==> src/rtl/bcd_pkg.sv <==
// Shared BCD digit type, limits and clamp helper for the up/down counter.
package bcd_pkg;

    localparam logic [3:0] BCD_MAX = 4'd9;
    localparam logic [3:0] BCD_MIN = 4'd0;

    typedef logic [3:0] bcd_digit_t;

    function automatic bcd_digit_t bcd_clamp(input bcd_digit_t d);
        return (d > BCD_MAX) ? BCD_MAX : d;
    endfunction

endpackage

==> src/rtl/bcd_digit.sv <==
// One BCD digit register: clear > load > enabled up/down step, with 9/0 detect.
module bcd_digit
    import bcd_pkg::*;
(
    input  logic       clk,
    input  logic       rst_n,
    input  logic       clr,
    input  logic       load,
    input  bcd_digit_t d,
    input  logic       up,
    input  logic       dn,
    input  logic       en,
    output bcd_digit_t q,
    output logic       is_nine,
    output logic       is_zero
);

    assign is_nine = (q == BCD_MAX);
    assign is_zero = (q == BCD_MIN);

    // Up and dn are never both high; the top resolves INC/DEC before this point.
    always_ff @(posedge clk or negedge rst_n) begin
        if (!rst_n)
            q <= BCD_MIN;
        else if (clr)
            q <= BCD_MIN;
        else if (load)
            q <= bcd_clamp(d);
        else if (en && up)
            q <= is_nine ? BCD_MIN : q + 4'd1;
        else if (en && dn)
            q <= is_zero ? BCD_MAX : q - 4'd1;
    end

endmodule

==> src/rtl/bcd_updown_counter.sv <==
// Multi-digit BCD up/down counter with load, wrap/saturate mode and carry/borrow pulses.
module bcd_updown_counter
    import bcd_pkg::*;
#(
    parameter int DIGITS       = 4,
    parameter int WRAP_DEFAULT = 1
) (
    input  logic                  CLK,
    input  logic                  RST_N,
    input  logic                  CLR,
    input  logic                  LOAD,
    input  logic [4*DIGITS-1:0]   D,
    input  logic                  INC,
    input  logic                  DEC,
    input  logic                  WRAP,
    output logic [4*DIGITS-1:0]   Q,
    output logic                  CARRY,
    output logic                  BORROW,
    output logic                  ZERO,
    output logic                  FULL
);

    // WRAP_DEFAULT is consumed by integrating logic; only its legality is checked here.
    if (DIGITS < 1 || DIGITS > 8) begin : g_bad_digits
        $error("bcd_updown_counter: DIGITS must be 1..8");
    end
    if (WRAP_DEFAULT != 0 && WRAP_DEFAULT != 1) begin : g_bad_wrap
        $error("bcd_updown_counter: WRAP_DEFAULT must be 0 or 1");
    end

    logic [DIGITS-1:0][3:0] dig_q;
    logic [DIGITS-1:0]      nine;
    logic [DIGITS-1:0]      zero;
    logic [DIGITS-1:0]      en;
    logic                   all_nine;
    logic                   all_zero;
    logic                   cnt_up;
    logic                   cnt_dn;
    logic                   carry_q;
    logic                   borrow_q;

    assign all_nine = &nine;
    assign all_zero = &zero;

    // Saturate mode simply suppresses the step that would wrap.
    assign cnt_up = INC & ~DEC & ~(all_nine & ~WRAP);
    assign cnt_dn = DEC & ~INC & ~(all_zero & ~WRAP);

    for (genvar k = 0; k < DIGITS; k++) begin : g_digit
        if (k == 0) begin : g_en0
            assign en[k] = 1'b1;
        end else begin : g_enk
            assign en[k] = en[k-1] & (cnt_up ? nine[k-1] : zero[k-1]);
        end

        bcd_digit u_digit (
            .clk     (CLK),
            .rst_n   (RST_N),
            .clr     (CLR),
            .load    (LOAD),
            .d       (D[4*k +: 4]),
            .up      (cnt_up),
            .dn      (cnt_dn),
            .en      (en[k]),
            .q       (dig_q[k]),
            .is_nine (nine[k]),
            .is_zero (zero[k])
        );
    end

    always_ff @(posedge CLK or negedge RST_N) begin
        if (!RST_N) begin
            carry_q  <= 1'b0;
            borrow_q <= 1'b0;
        end else begin
            carry_q  <= ~CLR & ~LOAD & cnt_up & all_nine;
            borrow_q <= ~CLR & ~LOAD & cnt_dn & all_zero;
        end
    end

    assign Q      = dig_q;
    assign CARRY  = carry_q;
    assign BORROW = borrow_q;
    assign ZERO   = all_zero;
    assign FULL   = all_nine;

endmodule

==> config.mk <==
export PLATFORM = sky130hd
export DESIGN_NAME = bcd_updown_counter
export DESIGN_NICKNAME = d
export VERILOG_FILES = /design/src/rtl/bcd_pkg.sv /design/src/rtl/bcd_digit.sv /design/src/rtl/bcd_updown_counter.sv
export SDC_FILE = /design/constraint.sdc
export NUM_CORES = 1
export LEC_CHECK = 0
export BUFFER_PORTS_ARGS = -buffer_cell sky130_fd_sc_hd__buf_2
export CAP_MARGIN = 10
export CORE_UTILIZATION = 50
export CTS_BUF_LIST = sky130_fd_sc_hd__clkbuf_4 sky130_fd_sc_hd__clkbuf_8
export DETAILED_ROUTE_END_ITERATION = 10
export PLACE_DENSITY = 0.78
export SETUP_SLACK_MARGIN = 0.5
export SYNTH_ARGS = -nofsm -noshare
export SYNTH_HDL_FRONTEND = slang
export SYNTH_HIERARCHICAL = 1
export SYNTH_SLANG_ARGS = --single-unit
==> constraint.sdc <==
create_clock -name CLK -period 7.7 [get_ports CLK]
set_clock_uncertainty 0.2 [all_clocks]
set_input_delay 0.77 -clock CLK [delete_from_list [all_inputs] [get_ports CLK]]
set_output_delay 0.77 -clock CLK [all_outputs]
set_load 0.05 [all_outputs]
==> results.yml, run 1 <==
clock_tree:
  cts_max_level: 1
  postCtsSetupBuffers: 0
  clockBufferDepth: 2
  hold_buffers: 0
  cts_tree: "built"
  clock_latency_ns: 0.27
  post_cts_resized: 0
  root_buffer: "clkbuf_8"
  cts.sinks: 18
  clkSlewWorstSetupHoldPaths_ns: 0.08
  numCtsBuffers: 3
timing:
  max_slew_margin_pct: 54.8
  rsz0062_at_grt: "no"
  finalSetupTns_ns: 0
  worstMarginPinSlew_ns: 0.678
  slew_viol_final: 0
  max_freq_ghz: 0.326
  period_minus_slack_ns: 3.07
  hold_violations: 0
  finalSetupViolCount: 0
  whs_ns: 0.241
  layout_worst_path_cycle_share_pct: 39.8
critical_path:
  r2r_slack_ns: 4.63
  r2r_cells: 11
  crit_slowest_cell: "dfrtp_1"
  max_stage_delay_ns: 0.42
  cp.arrival_ns: 3.05
  reg2reg_from: "g_digit[1].u_digit/q[1]$_DFFE_PN0P_"
  path_class: "register to register"
  critPathLaunch: "g_digit[1].u_digit/q[1]$_DFFE_PN0P_"
  crit_path_max_fanout: 13
  crit_path_cell_trace: "inv_1, ha_1, nand3b_1, inv_1, nand4_2, o21a_1, mux2_4, nand2_1, nand3b_1, a311o_1, a311oi_2"
  rr_endpoint: "g_digit[1].u_digit/q[2]$_DFFE_PN0P_"
  critical_path_required_ns: 7.68
  end_kind: "register"
  startpoint_type: "register"
  crit_end: "g_digit[1].u_digit/q[2]$_DFFE_PN0P_"
synth:
  synthXorXnorAreaFrac_pct: 0
  synth_seq_area_share_pct: 20.9
  netlist_area_sq_um: 2160
  synth_mux_area_share_pct: 0.696
  synth_cell_type_count: 40
  synth_seq_cells: 18
  synthAdderAreaFrac_pct: 9.28
  syn_inst: 257
  ys_warn_count: 6
  synth_area_per_cell_sq_um: 8.39
  synth_compound_area_share_pct: 27.6
  synth_top_family_by_area: "simple AND/OR/NAND/NOR gates"
  synth-simple-area-share_pct: 31.8
pwr:
  vdd_drop_max_mv: 0.0939
  p_leak_uw: 0.00106
  power_density_nw_per_um2: 154
route:
  detail_route.first_pass.iterations: 4
  vias: 2081
  wl_per_cell_um: 15.2
  wl_met3_um: 187
  drt_iter0_drc: 180
  top_layer_used: "met4"
  viasPerCell: 6.07
  wl_met2_mm: 2.62
  wl_met1_mm: 2.33
  ant_nets: 0
  drc: 0
  drt-total-wl_mm: 5.21
global_route:
  antenna_found_initial: 0
  globalRouteTotalUtil_pct: 24.8
  grt_pass1_vias: 1917
  grt.overflow.total: 0
  grt_max_degree: 42
  grt_pass1_wl_mm: 8.71
placement:
  port_buffers: 42
  dp_hpwl_mm: 3.83
  gp_congestion: 0.885
die:
  io_pins: 43
  die-area_sq_um: 4580
  rows: 23
  die_y_um: 67.7
  fp.coreArea_sq_um: 4060
  die_w_um: 67.7
  initial_core_util_pct: 53.2
layout:
  layout_commonest_cell: "buf_2"
  layout_common_cells: "42 x buf_2, 26 x inv_1, 18 x dfrtp_1"
  areaGrowthSynthToFinish_pct: 10.4
  diodes: 0
  design.final.nets: 333
  drive_gt1_share_pct: 21.8
  fillers: 368
run:
  cap_violations: 0
status:
  status: "completed"
hold_path:
  hp-class: "input pin to asynchronous set/reset pin"
-- logic make-up after synthesis --
kind of cell               after synthesis
DFF                                     18
adders and majority gates               16
other                                    1
and+or+nand+nor                        106
buffers and inverters                   38
muxes                                    1
AOI/OAI and AO/OA                       77
-- power by group --
part,total [uW],internal (uW),switching [uW]
registers,124,102,21.2
clock network,83.8,45.7,38.1
logic,160,61.9,98.3
-- stage by stage --
step	area (sq um)	worst slack [ns]	util (%)	power (uW)	instances
2_1_floorplan	2160	4.63	-	253	259
3_3_place_gp	2330	4.75	57.4	281	339
3_5_place_dp	2330	4.67	57.4	285	339
4_1_cts	2380	4.63	58.7	369	343
5_1_grt	2380	4.39	58.7	389	343
6_report	2380	4.63	58.7	368	343
-- synth_stat cells --
cell type  instances  area share, %
o32ai_1            4            1.6
a211o_1            4            1.6
a311oi_1           4            1.6
nand4_1            5            1.5
nand2b_1          13            3.8
nor2_1            11            1.9
inv_1             26            4.5
buf_6              8            4.2
a31oi_1            8            2.3
and2_1             4            1.2
ha_1              16            9.3
a32oi_1            1           0.41
nor3b_4            4            3.5
a22oi_1            1           0.35
a2bb2oi_1          4            1.6
or2_2              4            1.2
nand2_1           10            1.7
conb_1             1           0.17
mux2_4             1           0.70
a211oi_1           8            2.8
a21oi_1           10            2.3
nor4b_1            5            2.0
nor2b_1            8            2.3
dfrtp_1           18             21
nand3b_1          13            4.5
a311oi_2           4            2.8
buf_2              4           0.93
or2b_1             1           0.35
nor3_1             5            1.2
nand4_2            1           0.58
o21ai_0           12            2.8
or3b_1             4            1.6
nand3_1           13            3.0
and2b_1            1           0.35
o21a_1             1           0.35
o211ai_1           4            1.4
o41ai_1            4            1.6
a311o_1            4            1.9
or3_1              4            1.2
o221a_2            4            2.1
-- worst max-delay path: cells and delay by family, from the launching register on --
family          cells  cell delay (ns)
fa+ha+maj           1             0.22
mux                 1             0.35
flops               1             0.42
simple gates        4             0.54
buf+inv             2             0.32
compound gates      3             0.92
-- flip-flops by register name, summed over array words and instances (netlist names) --
signal,count
g_digit.u_digit/q,16
BORROW,1
CARRY,1
-- worst min-delay path by stage --
| stage | from | to | slack (ns) | cells after the start |
|---|---|---|---|---|
| 6_report | RST_N | g_digit[3].u_digit/q[0]$_DFFE_PN0P_ | 0.24 | 1 |
| 4_1_cts | RST_N | g_digit[3].u_digit/q[2]$_DFFE_PN0P_ | 0.25 | 1 |
| 3_3_place_gp | g_digit[3].u_digit/q[1]$_DFFE_PN0P_ | g_digit[3].u_digit/q[1]$_DFFE_PN0P_ | 0.51 | 2 |
| 3_5_place_dp | g_digit[3].u_digit/q[1]$_DFFE_PN0P_ | g_digit[3].u_digit/q[1]$_DFFE_PN0P_ | 0.54 | 2 |
| 2_1_floorplan | RST_N | BORROW$_DFF_PN0_ | 0.27 | 0 |
| 5_1_grt | RST_N | g_digit[3].u_digit/q[2]$_DFFE_PN0P_ | 0.27 | 1 |
-- layer usage --
metal / vias to the layer above / GRT usage, %
li1: 1041 / -
met4: 0 / 7.45
met3: 9 / 2.70
met1: 985 / 31.7
met5: - / 0
met2: 46 / 43.1
-- cell type report --
type                       count  area, sq um  share of cell area (%)
clock buffer                   4         55.1                    2.31
inverter                      26         97.6                    4.10
multi-input combinational    203         1510                    63.2
sequential                    18          450                    18.9
tap                           50         62.6                    2.63
timing repair buffer          42          210                    8.82
Power figures use the tool's default switching activity.
==> inputs of run 2 (changes only) <==
==> constraint.sdc (replaced) <==
create_clock -name CLK -period 3.01 [get_ports CLK]
set_clock_uncertainty 0.2 [all_clocks]
set_input_delay 0.301 -clock CLK [delete_from_list [all_inputs] [get_ports CLK]]
set_output_delay 0.301 -clock CLK [all_outputs]
set_load 0.05 [all_outputs]
==> results.yml, run 2 (synthesis results as in run 1) <==
global_route:
  grt_max_degree: 42
  grt_pass1_wl_mm: 9.86
  globalRouteTotalUtil_pct: 28.1
  grt.overflow.total: 0
  grt_pass1_vias: 2096
  antenna_found_initial: 0
critical_path:
  rr_endpoint: "g_digit[3].u_digit/q[2]$_DFFE_PN0P_"
  cp.arrival_ns: 2.61
  r2r_slack_ns: 0.37
  crit_path_max_fanout: 6
  critical_path_required_ns: 2.98
  critPathLaunch: "g_digit[1].u_digit/q[0]$_DFFE_PN0P_"
  crit_path_cell_trace: "inv_2, ha_2, nor3b_4, buf_4, a32oi_1, a21oi_2, and2_4, nand2b_1, a311o_1, a311oi_2"
  r2r_cells: 10
  startpoint_type: "register"
  path_class: "register to register"
  max_stage_delay_ns: 0.45
  reg2reg_from: "g_digit[1].u_digit/q[0]$_DFFE_PN0P_"
  crit_slowest_cell: "dfrtp_2"
  end_kind: "register"
route:
  drc: 0
  vias: 2360
  ant_nets: 0
  viasPerCell: 6.10
  detail_route.first_pass.iterations: 4
  drt-total-wl_mm: 6.33
  drt_iter0_drc: 196
  wl_per_cell_um: 16.3
timing:
  hold_violations: 0
  max_freq_ghz: 0.379
  layout_worst_path_cycle_share_pct: 87.7
  slew_viol_final: 0
  worstMarginPinSlew_ns: 0.706
  setup_ws_ns: 0.370
  period_minus_slack_ns: 2.64
  rsz0062_at_grt: "yes"
  finalSetupViolCount: 0
  finalSetupTns_ns: 0
  max_slew_margin_pct: 53.0
die:
  fp.coreArea_sq_um: 4060
  die-area_sq_um: 4580
  io_pins: 43
  initial_core_util_pct: 53.2
  rows: 23
  die_y_um: 67.7
  die_w_um: 67.7
layout:
  design.final.nets: 377
  areaGrowthSynthToFinish_pct: 35.2
  fin_area_sq_um: 2920
  drive_gt1_share_pct: 47.8
  largest_reg_flops: 16
  diodes: 0
  top_register: "g_digit.u_digit/q"
  layout_common_cells: "42 x buf_4, 42 x buf_2, 16 x dfrtp_2"
  final_core_util_pct: 71.9
  fillers: 295
pwr:
  p_leak_uw: 0.00129
  power_uw: 1060
  intPower_uw: 607
  clkPwrFrac_pct: 18.8
  vdd_drop_max_mv: 0.214
  p_switching_uw: 456
  power_density_nw_per_um2: 364
  seq_power_share_pct: 30.3
  swShare_pct: 42.9
  combinationalPowerShare_pct: 50.9
placement:
  dpl_cell_area_sq_um: 2470
  port_buffers: 42
  dpl_worst_slack_ns: 0.217
  gp_congestion: 0.833
  dp_hpwl_mm: 3.72
hold_path:
  hp-start: "DEC"
  hp-class: "input pin to register"
  whs_path_depth: 2
  holdPathEnd: "CARRY$_DFF_PN0_"
clock_tree:
  cts_max_level: 1
  clkSlewWorstSetupHoldPaths_ns: 0.08
  clockBufferDepth: 2
  cts_tree: "built"
  clock_latency_ns: 0.26
  root_buffer: "clkbuf_8"
  cts.sinks: 18
  numCtsBuffers: 3
status:
  status: "completed"
run:
  cap_violations: 0
==> run 2: cell count changes in the layout (fill, tap and decap cells not counted), sizes merged <==
cell and change:
buf +43, dlygate4sd3 +1
==> run 2: final cells by class <==
type                            instances  area [sq um]  area share, %
Clock buffer                            4          48.8           1.67
Inverter                               26           110           3.78
Multi-Input combinational cell        203          1680           57.5
Sequential cell                        18           470           16.1
Tap cell                               50          62.6           2.15
Timing Repair Buffer                   86           547           18.7
==> run 2: worst max-delay path: cells and delay by family (launching register included) <==
| family | cells | cell delay [ns] |
|---|---|---|
| adders and majority gates | 1 | 0.23 |
| buffers and inverters | 2 | 0.29 |
| and+or+nand+nor | 3 | 0.48 |
| DFF | 1 | 0.45 |
| AOI/OAI and AO/OA | 4 | 0.89 |
==> run 2: how the worst max path moves through the flow <==
stage / to / slack [ns] / depth (start not counted)
floorplan: g_digit[1].u_digit/q[2]$_DFFE_PN0P_ / 0.34 / 11
global placement: g_digit[1].u_digit/q[0]$_DFFE_PN0P_ / 0.25 / 11
detailed placement: g_digit[1].u_digit/q[0]$_DFFE_PN0P_ / 0.22 / 11
CTS: g_digit[1].u_digit/q[2]$_DFFE_PN0P_ / 0.44 / 11
global route: g_digit[3].u_digit/q[2]$_DFFE_PN0P_ / 0.23 / 10
finish: g_digit[3].u_digit/q[2]$_DFFE_PN0P_ / 0.37 / 10
==> run 2: through the flow <==
| step | cells | hold WS, ns |
|---|---|---|
| final | 387 | 0.0312 |
| after detailed placement | 344 | 0.0816 |
| after floorplan | 259 | -0.195 |
| after CTS | 378 | 0.0258 |
| after global routing | 387 | 0.0354 |
| after global placement | 344 | 0.0716 |
==> run 2: what timing repair did <==
item	CTS	global route
endpoints found under the hold margin	18	0
setup buffers	29	9
gates resized for setup	16	12
hold buffers	1	0
setup endpoints to repair	15	17
pin swaps	5	10
==> run 2: layer usage <==
layer  global-route usage [%]  vias up  routed length (um)
met1                     37.6     1115                2620
met5                        0        -                   0
met4                     9.57        0                 162
met3                     2.70       19                 411
met2                     46.7       99                3130
li1                         -     1127                   -
==> run 2: power by group through the flow <==
| stage | clock [uW] | sequential [uW] | combinational [uW] |
|---|---|---|---|
| after global placement | 0 | 329 | 432 |
| after CTS | 206 | 320 | 492 |
| after global routing | 213 | 328 | 583 |
| final | 200 | 322 | 541 |
| after detailed placement | 0 | 330 | 436 |
| after floorplan | 0 | 375 | 294 |
==> inputs of run 3 (changes only) <==
--- a/config.mk
+++ b/config.mk
@@ -7,11 +7,11 @@
 export LEC_CHECK = 0
 export BUFFER_PORTS_ARGS = -buffer_cell sky130_fd_sc_hd__buf_2
 export CAP_MARGIN = 10
+export CORE_MARGIN = 2
 export CORE_UTILIZATION = 50
 export CTS_BUF_LIST = sky130_fd_sc_hd__clkbuf_4 sky130_fd_sc_hd__clkbuf_8
 export DETAILED_ROUTE_END_ITERATION = 10
 export PLACE_DENSITY = 0.78
-export SETUP_SLACK_MARGIN = 0.5
 export SYNTH_ARGS = -nofsm -noshare
 export SYNTH_HDL_FRONTEND = slang
 export SYNTH_HIERARCHICAL = 1
==> results.yml, run 3 (synthesis results as in run 1) <==
timing:
  worstMarginPinSlew_ns: 0.674
  max_slew_margin_pct: 55.1
  finalSetupViolCount: 0
  hold_violations: 0
  slew_viol_final: 0
  period_minus_slack_ns: 2.80
  layout_worst_path_cycle_share_pct: 93.1
  max_freq_ghz: 0.357
layout:
  multi_input_area_sq_um: 1520
  top_register: "g_digit.u_digit/q"
  fin_cells: 357
  areaGrowthSynthToFinish_pct: 15.8
  fillers: 384
  diodes: 0
  design.final.nets: 348
  layout_commonest_cell: "buf_2"
  drive_gt1_share_pct: 28.3
  seqCellArea_sq_um: 455
  largest_reg_flops: 16
  fin_area_sq_um: 2500
  layout_common_cells: "42 x buf_2, 22 x inv_1, 16 x ha_1"
placement:
  dp_hpwl_mm: 3.95
  port_buffers: 42
  gp_congestion: 0.899
  placedCellCount: 349
  dpl_cell_area_sq_um: 2410
critical_path:
  end_kind: "register"
  rr_endpoint: "g_digit[1].u_digit/q[3]$_DFFE_PN0P_"
  reg2reg_from: "g_digit[1].u_digit/q[1]$_DFFE_PN0P_"
  r2r_cells: 10
  r2r_slack_ns: 0.21
  startpoint_type: "register"
  cp.arrival_ns: 2.80
  path_class: "register to register"
  critPathLaunch: "g_digit[1].u_digit/q[1]$_DFFE_PN0P_"
  critical_path_required_ns: 3.01
  crit_path_max_fanout: 6
die:
  initial_core_util_pct: 52.8
  fp.coreArea_sq_um: 4090
  die_w_um: 69.7
  die_y_um: 69.7
  rows: 23
  die-area_sq_um: 4860
  io_pins: 43
pwr:
  power_density_nw_per_um2: 378
  p_leak_uw: 0.00112
  vdd_drop_max_mv: 0.398
global_route:
  grt_pass1_vias: 2015
  grt_max_degree: 42
  grt_pass1_wl_mm: 9.09
  antenna_found_initial: 0
  globalRouteTotalUtil_pct: 22.3
  grt.overflow.total: 0
run:
  cap_violations: 0
route:
  drc: 0
  viasPerCell: 6.05
  drt_iter0_drc: 204
  vias: 2160
  detail_route.first_pass.iterations: 5
  ant_nets: 0
  wl_per_cell_um: 15.1
  drt-total-wl_mm: 5.39
hold_path:
  hp-start: "DEC"
  whs_path_depth: 2
  holdPathEnd: "CARRY$_DFF_PN0_"
  hp-class: "input pin to register"
clock_tree:
  clock_latency_ns: 0.26
  cts_max_level: 1
  cts.sinks: 18
  root_buffer: "clkbuf_8"
  cts_tree: "built"
  clockBufferDepth: 2
  clkSlewWorstSetupHoldPaths_ns: 0.07
  numCtsBuffers: 3
status:
  status: "completed"
-- run 3: stage by stage --
stage | setup TNS, ns | total power [uW] | hold WS (ns) | setup slack, ns | utilization (%)
after global routing | -0.00119 | 1010 | 0.0468 | -0.00119 | 61.1
after floorplan | 0 | 648 | -0.195 | 0.0541 | -
after CTS | 0 | 936 | 0.0370 | 0.138 | 60.2
after detailed placement | 0 | 757 | 0.0816 | 0.149 | 58.9
after global placement | 0 | 750 | 0.0755 | 0.188 | 58.9
final | 0 | 944 | 0.0433 | 0.208 | 61.1
-- run 3: worst max-delay path by stage --
stage / endpoint / cells after the start
2_1_floorplan: g_digit[1].u_digit/q[2]$_DFFE_PN0P_ / 10
3_3_place_gp: g_digit[1].u_digit/q[3]$_DFFE_PN0P_ / 10
3_5_place_dp: g_digit[1].u_digit/q[2]$_DFFE_PN0P_ / 11
4_1_cts: g_digit[1].u_digit/q[2]$_DFFE_PN0P_ / 11
5_1_grt: g_digit[1].u_digit/q[3]$_DFFE_PN0P_ / 10
6_report: g_digit[1].u_digit/q[3]$_DFFE_PN0P_ / 10
-- run 3: power breakdown --
| group | internal [uW] | leakage (uW) | total (uW) | switching (uW) |
|---|---|---|---|---|
| clock network | 89.2 | 0.0000216 | 177 | 87.8 |
| registers | 264 | 0.000232 | 299 | 35.6 |
| logic | 187 | 0.000870 | 468 | 282 |
-- run 3: final cells by class --
class	count	share of cell area (%)
Multi-Input combinational cell	203	60.7
Clock buffer	3	1.65
Tap cell	50	2.50
Sequential cell	18	18.2
Timing Repair Buffer	57	13.0
Inverter	26	3.91
-- run 3: worst max-delay path: stages (launching register included) --
cell and delay (ns):
dfrtp_2 0.44, inv_1 0.16, ha_1 0.22, nand3b_1 0.14, inv_2 0.11, nand4_2 0.13
o21a_1 0.22, mux2_4 0.31, and2_1 0.22, o41ai_2 0.36, o221a_2 0.23
-- run 3: repair_timing --
item	in CTS	in global routing
gates resized for setup	0	6
setup buffers	0	4
endpoints found under the hold margin	18	0
hold buffers	1	0
endpoints found under the setup margin	0	8
-- run 3: layer usage --
layer	up-vias	GRT usage, %	part of all wire, %
met2	80	37.1	47
met1	1004	30.0	45
li1	1066	-	-
met5	-	0	0
met4	0	4.27	1.1
met3	10	4.80	6.6
